--- config.mk ---
export PLATFORM = sky130hd
export DESIGN_NAME = detector_coliziune
export DESIGN_NICKNAME = d
export VERILOG_FILES = /design/src/rtl/detector_coliziune_pkg.sv /design/src/rtl/detector_coliziune_contor_bcd3.sv /design/src/rtl/detector_coliziune.sv
export SDC_FILE = /design/constraint.sdc
export NUM_CORES = 1
export LEC_CHECK = 0
export BUFFER_PORTS_ARGS = -buffer_cell sky130_fd_sc_hd__buf_4
export CAP_MARGIN = 20
export CORE_ASPECT_RATIO = 1.1
export CORE_MARGIN = 2
export CORE_UTILIZATION = 45
export DETAILED_ROUTE_END_ITERATION = 6
export GPL_ROUTABILITY_DRIVEN = 0
export PLACE_DENSITY = 0.82
export SLEW_MARGIN = 10
export SYNTH_ARGS = -nofsm -noshare
export SYNTH_HDL_FRONTEND = slang
export SYNTH_SLANG_ARGS = --single-unit
--- constraint.sdc ---
create_clock -name i_clk_148Mhz -period 3.5 [get_ports i_clk_148Mhz]
set_clock_uncertainty 0.15 [all_clocks]
set_input_delay 0.35 -clock i_clk_148Mhz [delete_from_list [all_inputs] [get_ports i_clk_148Mhz]]
set_output_delay 0.35 -clock i_clk_148Mhz [all_outputs]
set_load 0.02 [all_outputs]
--- src/rtl/detector_coliziune_pkg.sv ---
// Shared game constants and state encoding so the obstacle generator,
// the collision detector and the renderer agree on geometry and states.
package detector_coliziune_pkg;

  typedef enum logic [1:0] {
    ST_IDLE      = 2'd0,
    ST_RUN       = 2'd1,
    ST_HIT       = 2'd2,
    ST_GAME_OVER = 2'd3
  } stare_t;

  // Geometry is kept 12 bits wide so x + width and gap + height never wrap
  localparam logic [11:0] LUNGIME_ECRAN   = 12'd1920;
  localparam logic [11:0] LATIME_OBSTACOL = 12'd50;
  localparam logic [11:0] X_PLAYER        = 12'd400;
  localparam logic [11:0] PLAYER_SIZE     = 12'd40;
  localparam logic [11:0] GAP_H           = 12'd300;
  localparam logic [4:0]  HIT_TICKS       = 5'd25;

  localparam logic [11:0] BCD_MAX = 12'h999;

  function automatic logic [3:0] bcdDigitInc(input logic [3:0] d);
    return (d == 4'd9) ? 4'd0 : d + 4'd1;
  endfunction

endpackage

--- src/rtl/detector_coliziune_contor_bcd3.sv ---
// Three-digit BCD counter with clear, increment and saturation at 999;
// shared with the on-screen score display.
module contor_bcd3
  import detector_coliziune_pkg::*;
(
  input  logic        i_clk,
  input  logic        i_reset,
  input  logic        i_clr,
  input  logic        i_inc,
  output logic [11:0] o_val
);

  logic [11:0] r_val;

  // Hundreds can only carry out at 999, which is blocked by the saturation test
  always_ff @(posedge i_clk) begin
    if (i_reset || i_clr) begin
      r_val <= 12'h000;
    end else if (i_inc && (r_val != BCD_MAX)) begin
      r_val[3:0] <= bcdDigitInc(r_val[3:0]);
      if (r_val[3:0] == 4'd9) begin
        r_val[7:4] <= bcdDigitInc(r_val[7:4]);
        if (r_val[7:4] == 4'd9) begin
          r_val[11:8] <= bcdDigitInc(r_val[11:8]);
        end
      end
    end
  end

  assign o_val = r_val;

endmodule

--- src/rtl/detector_coliziune.sv ---
// Collision detector and game-state FSM: samples the obstacle one cycle
// after each movement tick, flags hits, and keeps the BCD score.
module detector_coliziune
  import detector_coliziune_pkg::*;
(
  input  logic        i_clk_148Mhz,
  input  logic        i_reset,
  input  logic        i_tick_obs,
  input  logic        i_start,
  input  logic [10:0] i_x_obs,
  input  logic [10:0] i_y_gap,
  input  logic [10:0] i_y_player,
  output logic [1:0]  o_stare,
  output logic        o_run_en,
  output logic        o_coliziune,
  output logic [11:0] o_scor,
  output logic        o_flash
);

  stare_t      r_stare;
  logic        r_tickD;
  logic        r_runEn;
  logic        r_coliziune;
  logic        r_flash;
  logic        r_passed;
  logic [4:0]  r_hitCnt;

  logic [11:0] w_x;
  logic [11:0] w_yGap;
  logic [11:0] w_yPlayer;
  logic        w_onScreen;
  logic        w_hOverlap;
  logic        w_vOut;
  logic        w_hit;
  logic        w_scoreCond;
  logic        w_scorInc;
  logic        w_scorClr;

  assign w_x       = {1'b0, i_x_obs};
  assign w_yGap    = {1'b0, i_y_gap};
  assign w_yPlayer = {1'b0, i_y_player};

  // A wrapped-around x (large value) counts as off-screen and never hits
  assign w_onScreen  = (w_x < LUNGIME_ECRAN);
  assign w_hOverlap  = (w_x < (X_PLAYER + PLAYER_SIZE)) &&
                       ((w_x + LATIME_OBSTACOL) > X_PLAYER);
  assign w_vOut      = (w_yPlayer < w_yGap) ||
                       ((w_yPlayer + PLAYER_SIZE) > (w_yGap + GAP_H));
  assign w_hit       = w_onScreen && w_hOverlap && w_vOut;
  assign w_scoreCond = !r_passed && ((w_x + LATIME_OBSTACOL) <= X_PLAYER);

  assign w_scorInc = (r_stare == ST_RUN) && r_tickD && !w_hit && w_scoreCond;
  assign w_scorClr = i_start && ((r_stare == ST_IDLE) || (r_stare == ST_GAME_OVER));

  always_ff @(posedge i_clk_148Mhz) begin
    if (i_reset) begin
      r_stare     <= ST_IDLE;
      r_tickD     <= 1'b0;
      r_runEn     <= 1'b0;
      r_coliziune <= 1'b0;
      r_flash     <= 1'b0;
      r_passed    <= 1'b0;
      r_hitCnt    <= 5'd0;
    end else begin
      r_tickD     <= i_tick_obs;
      r_coliziune <= 1'b0;
      case (r_stare)
        ST_IDLE, ST_GAME_OVER: begin
          if (i_start) begin
            r_stare  <= ST_RUN;
            r_runEn  <= 1'b1;
            r_passed <= 1'b0;
            r_flash  <= 1'b0;
          end
        end
        ST_RUN: begin
          if (r_tickD) begin
            if (w_hit) begin
              r_stare     <= ST_HIT;
              r_runEn     <= 1'b0;
              r_coliziune <= 1'b1;
              r_hitCnt    <= HIT_TICKS - 5'd1;
              r_flash     <= 1'b0;
            end else if (w_scoreCond) begin
              r_passed <= 1'b1;
            end else if (r_passed && (w_x >= (X_PLAYER + PLAYER_SIZE))) begin
              r_passed <= 1'b0;
            end
          end
        end
        ST_HIT: begin
          // The tick that finds the counter already at zero ends the flash
          if (r_tickD) begin
            if (r_hitCnt == 5'd0) begin
              r_stare <= ST_GAME_OVER;
              r_flash <= 1'b0;
            end else begin
              r_flash  <= ~r_flash;
              r_hitCnt <= r_hitCnt - 5'd1;
            end
          end
        end
        default: r_stare <= ST_IDLE;
      endcase
    end
  end

  contor_bcd3 u_scor (
    .i_clk   (i_clk_148Mhz),
    .i_reset (i_reset),
    .i_clr   (w_scorClr),
    .i_inc   (w_scorInc),
    .o_val   (o_scor)
  );

  assign o_stare     = r_stare;
  assign o_run_en    = r_runEn;
  assign o_coliziune = r_coliziune;
  assign o_flash     = r_flash;

endmodule
==> reports/metrics.csv, run 1 <==
stage,metric,value,unit
hold_path,hold crit path type,primary input to register,
layout,area occupied by multi-input gates,1460,um^2
critical_path,CP max stage delay,390,ps
route,mean routed wirelength per cell,12.7,um
critical_path,Crit. Startpoint,i_y_gap[2],
timing,Setup-failing EPs final,0,
critical_path,crit path DAT,3160,ps
synthesis,"area leader, netlist",dfxtp_1,
power_and_ir_drop,Pwr Total,936,uW
synthesis,Syn Inst Count,256,
global_route,Total GRT Usage,19.3,%
route,vias per cell,5.36,
critical_path,number of cells on the critical path,14,
cts,post-cts sizing count,0,
critical_path,R2R depth,8,
cts,clk sinks,24,
cts,worst-skew pair later-pin latency,270,ps
critical_path,Crit-path slowest cell,o311a_1,
critical_path,WP buf/inv,3,
die,Top Ports,54,
synthesis,number of flops mapped to enable cells by yosys,0,
synthesis,largest family of logic cells by synthesized area,simple AND/OR/NAND/NOR gates,
synthesis,cell with the most instances after synthesis,nor2_1,
synthesis,ys async rst share,0,%
layout,Post-Route Utilization,59.5,%
layout,antenna cells,0,
route,drt initial violations,36,
layout,fin cells,366,
synthesis,Synth top area share,23.6,%
synthesis,synthesized cell area,2030,um^2
synthesis,syn avg cell area,7.94,um^2
route,met2 wire len,2360,um
die,die width,68.1,um
layout,share of layout cells above drive strength 1,22.1,%
critical_path,crit path capture type,register,
critical_path,worst reg2reg endpoint,u_scor.o_val[9],
timing,FMAX,317,MHz
placement,dpl cells,362,
power_and_ir_drop,Cell Pwr Density,364,nW/um^2
die,Initial Util,47.1,%
synthesis,leading cell types by count after synthesis,"30 x nor2_1, 28 x ha_1, 24 x dfxtp_1",
cts,hold-fix buffers at CTS,0,
synthesis,Mapped Nets,321,
timing,fin crit period,3160,ps
cts,TritonCTS clock tree,yes,
route,Pre-antenna DRT Iters,4,
critical_path,CP Launch Type,primary input,
timing,actual transition at the worst max-transition pin,527,ps
route,met1 wire length,2090,um
global_route,GRT overflow,0,
critical_path,worst reg2reg setup slack,910,ps
route,final wirelength,4650,um
placement,hpwl dp,3730,um
cts,Post-CTS Setup Inserts,0,
timing,Tcrit/Tclk final,90.2,%
global_route,antenna violations before repair,0,
critical_path,worst-path fanout max,4,
placement,Port Buffers,53,
cts,Num CTS Buffers,3,
synthesis,warnings from Yosys,0,
route,antenna-violating nets left,0,
global_route,pin count of the biggest net entering global routing,16,
timing,Final Max Tran Viols,0,
cts,Clock Tree Buf Depth,2,
route,via count of the routed design,1963,
cts,CTS Root Cell,clkbuf_8,
global_route,number of global-route vias before repair,1868,
route,WL met3,146,um
critical_path,worst r2r src,o_stare[1],
synthesis,synth top area cells,"dfxtp_1 24%, ha_1 17%, a21oi_1 5.7%",
synthesis,Synth Register Bits,24,
synthesis,post-synthesis xor/xnor area fraction,8.18,%
synthesis,Post-Synth Simple-Gate Area,25.8,%
power_and_ir_drop,Pleak,1.13,nW
synthesis,compound-gate portion of the synthesized area,18.1,%
layout,Nets,378,
synthesis,Adder-Cell Fraction of Synth Area,17.2,%
layout,register area,480,um^2
run_status,status,"finished, final reports clean",
critical_path,critical setup path kind,primary input to register,
cts,Clock transition at path regs,80,ps
synthesis,Yosys cell types,47,
layout,area added between synthesis and finish,26.4,%
die,site row count,25,
synthesis,post-synthesis mux area share,2.58,%
route,top sig layer,met4,
critical_path,family with the most delay on the worst path,compound AO/OA/AOI/OAI gates,
power_and_ir_drop,worst vdd ir,0.000368,V
die,Die ar.,5070,um^2
route,residual DRC count,0,
die,Die Ht,74.5,um
die,Core Area,4320,um^2
critical_path,crit path capture,o_stare[1],
synthesis,sequential area share after synthesis,23.6,%
global_route,first-pass GRT wire length,7740,um
synthesis,Main synth FF type,dfxtp_1,
timing,final setup TNS,0,ps
job,max_cap viols,0,
critical_path,critical-path cell list,buf_4 > inv_1 > a21oi_1 > o21ai_0 > o21ai_0 > nand3_1 > ha_1 > a21oi_1 > o21ai_0 > o311a_1 > o31ai_1 > buf_4 > a21oi_1 > mux2_2,
timing,RSZ-0062 raised after global routing,false,
hold_path,Hold Crit Depth,2,
layout,number of fill cells in the layout,385,
timing,Slew headroom,64.7,%
critical_path,"Req. time, crit path",3510,ps
timing,Fin. Hold Viols,0,
cts,H-Tree Level Count,1,
-- worst reg2reg max path, cell delays in order, from the launching register on --
cell and delay, ps:
dfxtp_1 340, inv_1 100, ha_1 230, nand2_2 80, or4_4 450, nor4b_4 490
nand4_2 220, or3_1 360, a21oi_2 130
-- power by group --
| part | switching [mW] | internal (mW) | leakage [nW] |
|---|---|---|---|
| combinational | 0.211 | 0.168 | 0.896 |
| clock | 0.0908 | 0.153 | 0.0357 |
| sequential | 0.0194 | 0.294 | 0.194 |
-- layer usage --
| metal | GRT usage, % | up-vias |
|---|---|---|
| met4 | 6.44 | 0 |
| li1 | - | 1025 |
| met5 | 0 | - |
| met3 | 1.66 | 6 |
| met2 | 36.2 | 41 |
| met1 | 22.7 | 891 |
-- per-stage QoR --
step / hold slack (ps) / setup slack (ps) / area (um^2)
2_1_floorplan: 300 / 345 / 2030
3_3_place_gp: 316 / 175 / 2500
3_5_place_dp: 327 / 85.7 / 2500
4_1_cts: 151 / 365 / 2570
5_1_grt: 168 / 113 / 2570
6_report: 152 / 345 / 2570
-- layout make-up --
type                            instances  area share [%]
Tap cell                               54            2.63
Inverter                               22            3.21
Multi-Input combinational cell        208            56.9
Sequential cell                        24            18.7
Clock buffer                            3            1.61
Timing Repair Buffer                   54            15.8
Clock inverter                          1            1.17
-- kinds of logic after synthesis --
family / count (synthesis)
AO/OA/AOI/OAI: 62
AND/OR/NAND/NOR: 94
adder cells (fa/ha/maj): 28
multiplexers: 5
flip-flops: 24
XOR/XNOR: 19
buffers and inverters: 24
-- state kept, by name, summed over array words and instances (netlist names) --
signal and count:
r_passed 1, o_coliziune 1, r_tickD 1, u_scor.o_val 12, r_hitCnt 5, o_stare 2, o_run_en 1, o_flash 1
-- worst min path at each step --
stage	from	to	slack (ps)
after floorplan	r_passed	r_passed	300
after global placement	r_passed	r_passed	320
after detailed placement	r_passed	r_passed	330
after CTS	i_tick_obs	r_tickD	150
after global routing	i_tick_obs	r_tickD	170
final	i_tick_obs	r_tickD	150
-- layout by cell type, fill, tap and decap left out, types with 2 or more instances in the layout --
cell	instances
xor2_1	6
or3_1	2
buf_4	54
o211ai_1	2
ha_1	28
o21a_1	3
mux2_2	2
nand3_1	5
nor2_1	30
nand4_1	4
a21oi_1	23
a311oi_1	3
nand2b_1	4
nor2b_1	7
a211oi_1	2
o21ai_0	21
nand2_1	16
nor3b_1	4
dfxtp_1	24
mux2i_1	3
inv_1	22
nor3_1	6
xnor2_1	13
clkbuf_8	3
Note: power is estimated with default switching activity, not from simulation.
==> inputs of run 2 (changes only) <==
--- a/config.mk
+++ b/config.mk
@@ -10,9 +10,11 @@
 export CORE_ASPECT_RATIO = 1.1
 export CORE_MARGIN = 2
 export CORE_UTILIZATION = 45
+export CTS_CLUSTER_DIAMETER = 200
 export DETAILED_ROUTE_END_ITERATION = 6
 export GPL_ROUTABILITY_DRIVEN = 0
 export PLACE_DENSITY = 0.82
+export RECOVER_POWER = 100
 export SLEW_MARGIN = 10
 export SYNTH_ARGS = -nofsm -noshare
 export SYNTH_HDL_FRONTEND = slang
==> run 2 against run 1 <==
Highest routed layer unchanged. Register-to-register slack lost 330 ps. Flip-flop and latch count stayed put. First-iteration DRC count rose by 2.8%. Global-route usage is the same. Hold slack about the same. Combinational power decreased by 3%. Maximum frequency hardly changed. Count of clock-buffer cells in the layout unchanged. Largest power group unchanged. Clock power about the same. Power shrank 1.7%. Routed wire length fell by 0.47%. Via count hardly changed.
==> reports/metrics.csv, run 2 (synthesis results as in run 1) <==
stage,metric,value,unit
global_route,number of global-route vias before repair,1868,
cts,worst-skew pair later-pin latency,270,ps
layout,Nets,378,
critical_path,Crit-path slowest cell,o311a_1,
global_route,Total GRT Usage,19.3,%
layout,antenna cells,0,
route,vias per cell,5.37,
layout,"most common cell after layout, fill and taps aside",buf_4,
die,Top Ports,54,
die,Die Ht,74.5,um
critical_path,worst reg2reg setup slack,580,ps
power_and_ir_drop,Clk pwr share,26.3,%
cts,hold-fix buffers at CTS,0,
power_and_ir_drop,Gate power share,39.8,%
critical_path,critical setup path kind,primary input to register,
critical_path,worst-path fanout max,4,
die,Die ar.,5070,um^2
cts,post-cts sizing count,0,
die,site row count,25,
global_route,first-pass GRT wire length,7740,um
global_route,GRT overflow,0,
timing,FMAX,317,MHz
critical_path,CP max stage delay,390,ps
timing,Setup-failing EPs final,0,
layout,share of layout cells above drive strength 1,15.7,%
timing,final hold slack,152,ps
power_and_ir_drop,switching share of total power,34.6,%
route,residual DRC count,0,
power_and_ir_drop,switching pwr,318,uW
power_and_ir_drop,worst vdd ir,0.000353,V
critical_path,"Req. time, crit path",3510,ps
critical_path,crit path capture type,register,
cts,Num CTS Buffers,3,
layout,Largest register FFs,12,
route,mean routed wirelength per cell,12.7,um
power_and_ir_drop,Cell Pwr Density,371,nW/um^2
route,final wirelength,4630,um
global_route,antenna violations before repair,0,
cts,H-Tree Level Count,1,
timing,fin crit period,3160,ps
cts,Post-CTS Setup Inserts,0,
cts,TritonCTS clock tree,yes,
timing,final setup TNS,0,ps
route,via count of the routed design,1964,
placement,hpwl dp,3730,um
cts,Clock Tree Buf Depth,2,
critical_path,CP Launch Type,primary input,
route,Pre-antenna DRT Iters,4,
layout,number of fill cells in the layout,405,
placement,Port Buffers,53,
job,max_cap viols,0,
power_and_ir_drop,Pleak,1.04,nW
layout,"commonest cells after routing, fill and taps aside","36 x buf_4, 30 x nor2_1, 28 x ha_1, 24 x dfxtp_1, 23 x a21oi_1",
critical_path,crit path DAT,3170,ps
timing,RSZ-0062 raised after global routing,false,
hold_path,hold crit path type,primary input to register,
global_route,pin count of the biggest net entering global routing,16,
cts,clk sinks,24,
die,die width,68.1,um
layout,area added between synthesis and finish,22.2,%
timing,Fin. Hold Viols,0,
power_and_ir_drop,sequential power share,33.9,%
timing,Slew headroom,47.9,%
run_status,status,"finished, final reports clean",
route,drt initial violations,37,
die,Core Area,4320,um^2
power_and_ir_drop,Pint,602,uW
timing,actual transition at the worst max-transition pin,780,ps
cts,Clock transition at path regs,80,ps
critical_path,critical-path cell list,buf_4 > inv_1 > a21oi_1 > o21ai_0 > o21ai_0 > nand3_1 > ha_1 > a21oi_1 > o21ai_0 > o311a_1 > o31ai_1 > buf_4 > a21oi_1 > mux2_2,
die,Initial Util,47.1,%
route,antenna-violating nets left,0,
timing,Tcrit/Tclk final,90.2,%
cts,CTS Root Cell,clkbuf_8,
timing,Final Max Tran Viols,0,
[run 2: changes by cell type in the layout (fill, tap and decap cells not counted), sizes merged]
cell / change
buf: -18
clkbuf: +18
[run 2: layout make-up]
class,count,area (um^2),area share [%]
multi-input combinational,208,1440,58.1
sequential,24,480,19.3
timing repair buffer,54,338,13.6
inverter,22,82.6,3.32
tap,54,67.6,2.72
clock buffer,3,41.3,1.66
clock inverter,1,30.0,1.21
[run 2: critical path, delay by kind of cell]
kind / cells / cell delay, ps
adders and majority gates: 1 / 320
AOI/OAI and AO/OA: 8 / 1740
and+or+nand+nor: 1 / 130
muxes: 1 / 290
buffers and inverters: 3 / 310
[run 2: final timing paths]
| path | depth (start not counted) | from | endpoint |
|---|---|---|---|
| min reg2reg | 2 | r_passed | r_passed |
| max reg2reg | 8 | o_stare[1] | u_scor.o_val[9] |
| max | 14 | i_y_gap[2] | o_stare[1] |
| min | 2 | i_tick_obs | r_tickD |
[run 2: routing by layer]
metal	up-vias	track usage [%]	wire (um)
li1	1025	-	-
met1	888	22.7	2070
met2	43	36.2	2340
met3	8	1.66	152
met4	0	6.44	67
met5	-	0	0
[run 2: power groups by stage]
| stage | clock [mW] | sequential (mW) | combinational (mW) |
|---|---|---|---|
| 6_report | 0.242 | 0.312 | 0.366 |
| 5_1_grt | 0.256 | 0.316 | 0.419 |
| 4_1_cts | 0.247 | 0.313 | 0.383 |
| 3_5_place_dp | 0 | 0.319 | 0.377 |
| 3_3_place_gp | 0 | 0.319 | 0.370 |
| 2_1_floorplan | 0 | 0.333 | 0.244 |
[run 2: metrics by stage]
step / power (mW) / setup WS, ps / std cells / util (%) / area [um^2]
2_1_floorplan: 0.577 / 345 / 256 / - / 2030
5_1_grt: 0.991 / 113 / 366 / 57.5 / 2480
3_5_place_dp: 0.696 / 85.7 / 362 / 57.9 / 2500
6_report: 0.920 / 342 / 366 / 57.5 / 2480
4_1_cts: 0.943 / 365 / 366 / 59.5 / 2570
3_3_place_gp: 0.688 / 175 / 362 / 57.9 / 2500
==> inputs of run 3 (changes only) <==
--- a/config.mk
+++ b/config.mk
@@ -12,7 +12,7 @@
 export CORE_UTILIZATION = 45
 export CTS_CLUSTER_DIAMETER = 200
 export DETAILED_ROUTE_END_ITERATION = 6
-export GPL_ROUTABILITY_DRIVEN = 0
+export GPL_ROUTABILITY_DRIVEN = 1
 export PLACE_DENSITY = 0.82
 export RECOVER_POWER = 100
 export SLEW_MARGIN = 10
==> constraint.sdc (replaced) <==
create_clock -name i_clk_148Mhz -period 3.3 [get_ports i_clk_148Mhz]
set_clock_uncertainty 0.15 [all_clocks]
set_input_delay 0.33 -clock i_clk_148Mhz [delete_from_list [all_inputs] [get_ports i_clk_148Mhz]]
set_output_delay 0.33 -clock i_clk_148Mhz [all_outputs]
set_load 0.02 [all_outputs]
==> run 3 against run 2 <==
Flip-flop and latch count did not move. Largest power group unchanged. First-iteration DRC count stayed put. Critical endpoint unchanged. Core utilization up 1.1 points.
==> reports/metrics.csv, run 3 (synthesis results as in run 1) <==
stage,metric,value,unit
global_route,GRT overflow,0,
timing,Fin. Hold Viols,0,
layout,area added between synthesis and finish,24.4,%
timing,Setup-failing EPs final,0,
die,die width,68.1,um
hold_path,Hold Crit Depth,2,
die,Die Ht,74.5,um
critical_path,Crit-path slowest cell,or3_1,
run_status,status,"finished, final reports clean",
route,vias per cell,5.35,
die,Top Ports,54,
layout,Largest register FFs,12,
placement,Port Buffers,53,
critical_path,R2R depth,8,
global_route,GR met1 Demand/Resource,20.8,%
timing,Slew headroom,48.0,%
cts,Post-CTS Setup Inserts,0,
critical_path,critical setup path kind,primary input to register,
global_route,met3 usage,2.12,%
route,residual DRC count,0,
power_and_ir_drop,worst vdd ir,0.000360,V
route,final wirelength,4700,um
critical_path,crit path DAT,3010,ps
placement,Final GP Congestion,0.850,
die,site row count,25,
layout,design area,2530,um^2
layout,area occupied by multi-input gates,1450,um^2
placement,hpwl dp,3870,um
critical_path,most numerous cell on the critical path,ha_1,
critical_path,worst-path fanout max,4,
route,drt initial violations,37,
placement,dpl ws,-63.4,ps
power_and_ir_drop,Pleak,1.07,nW
cts,Num CTS Buffers,3,
job,max_cap viols,0,
critical_path,CP max stage delay,320,ps
critical_path,worst reg2reg setup slack,430,ps
power_and_ir_drop,Cell Pwr Density,393,nW/um^2
layout,"most common cell after layout, fill and taps aside",buf_4,
cts,TritonCTS clock tree,yes,
critical_path,number of cells on the critical path,15,
layout,antenna cells,0,
cts,H-Tree Level Count,1,
timing,RSZ-0062 raised after global routing,false,
route,Pre-antenna DRT Iters,6,
cts,Clock transition at path regs,90,ps
cts,hold-fix buffers at CTS,0,
timing,FMAX,333,MHz
global_route,grt peak-use layer,met2,
global_route,Total GRT Usage,18.8,%
die,Core Area,4320,um^2
critical_path,WP buf/inv,3,
route,via count of the routed design,1989,
global_route,number of global-route vias before repair,1835,
layout,number of fill cells in the layout,421,
cts,clk sinks,24,
critical_path,CP Launch Type,primary input,
critical_path,crit path capture type,register,
route,mean routed wirelength per cell,12.6,um
critical_path,family with the most delay on the worst path,compound AO/OA/AOI/OAI gates,
layout,share of layout cells above drive strength 1,17.0,%
cts,worst-skew pair later-pin latency,270,ps
cts,Clock Tree Buf Depth,2,
critical_path,critical-path cell list,buf_4 > inv_1 > ha_1 > o21a_1 > nor3_2 > o21ai_0 > xnor2_1 > ha_1 > nand4_1 > or3_1 > o311a_1 > o31ai_1 > clkbuf_1 > a21oi_1 > mux2_2,
timing,Final Max Tran Viols,0,
die,Initial Util,47.1,%
layout,Nets,384,
die,Die ar.,5070,um^2
placement,DP Area,2540,um^2
timing,Tcrit/Tclk final,90.9,%
global_route,first-pass GRT wire length,7450,um
critical_path,"Req. time, crit path",3310,ps
timing,post-layout worst setup margin,300,ps
timing,final setup TNS,0,ps
global_route,M2 GR Usage,36.8,%
timing,actual transition at the worst max-transition pin,778,ps
cts,CTS Root Cell,clkbuf_8,
global_route,antenna violations before repair,0,
timing,fin crit period,3000,ps
layout,Post-Route Utilization,58.6,%
layout,"commonest cells after routing, fill and taps aside","39 x buf_4, 30 x nor2_1, 28 x ha_1, 24 x dfxtp_1, 23 x a21oi_1",
hold_path,hold crit path type,primary input to register,
global_route,pin count of the biggest net entering global routing,16,
route,antenna-violating nets left,0,
cts,post-cts sizing count,0,
layout,register area,480,um^2
-- run 3: worst paths after layout --
| kind | start | end |
|---|---|---|
| max | i_y_gap[2] | o_stare[1] |
| min | i_tick_obs | r_tickD |
| max reg2reg | o_stare[1] | u_scor.o_val[9] |
| min reg2reg | r_passed | r_passed |
-- run 3: area by class of cell --
type	instances	share of cell area [%]
inverter	22	3.26
clock buffer	3	1.63
sequential	24	19.0
timing repair buffer	60	14.8
clock inverter	1	1.19
tap	54	2.67
multi-input combinational	208	57.4
-- run 3: layer usage --
| layer | share of wire [%] | wire [um] |
|---|---|---|
| met5 | 0 | 0 |
| met4 | 1.4 | 68 |
| met3 | 3.7 | 176 |
| met2 | 51 | 2420 |
| met1 | 43 | 2040 |
-- run 3: where the power goes --
group          internal, mW  total, mW  switching [mW]
Clock                 0.162      0.262          0.0993
Sequential            0.312      0.331          0.0192
Combinational         0.173      0.403           0.230
-- run 3: stage by stage --
stage          hold slack [ps]  cells  power (mW)
2_1_floorplan              300    256       0.612
3_3_place_gp               316    368       0.740
3_5_place_dp               325    368       0.755
4_1_cts                    120    372        1.02
5_1_grt                    126    372        1.06
6_report                   116    372       0.996
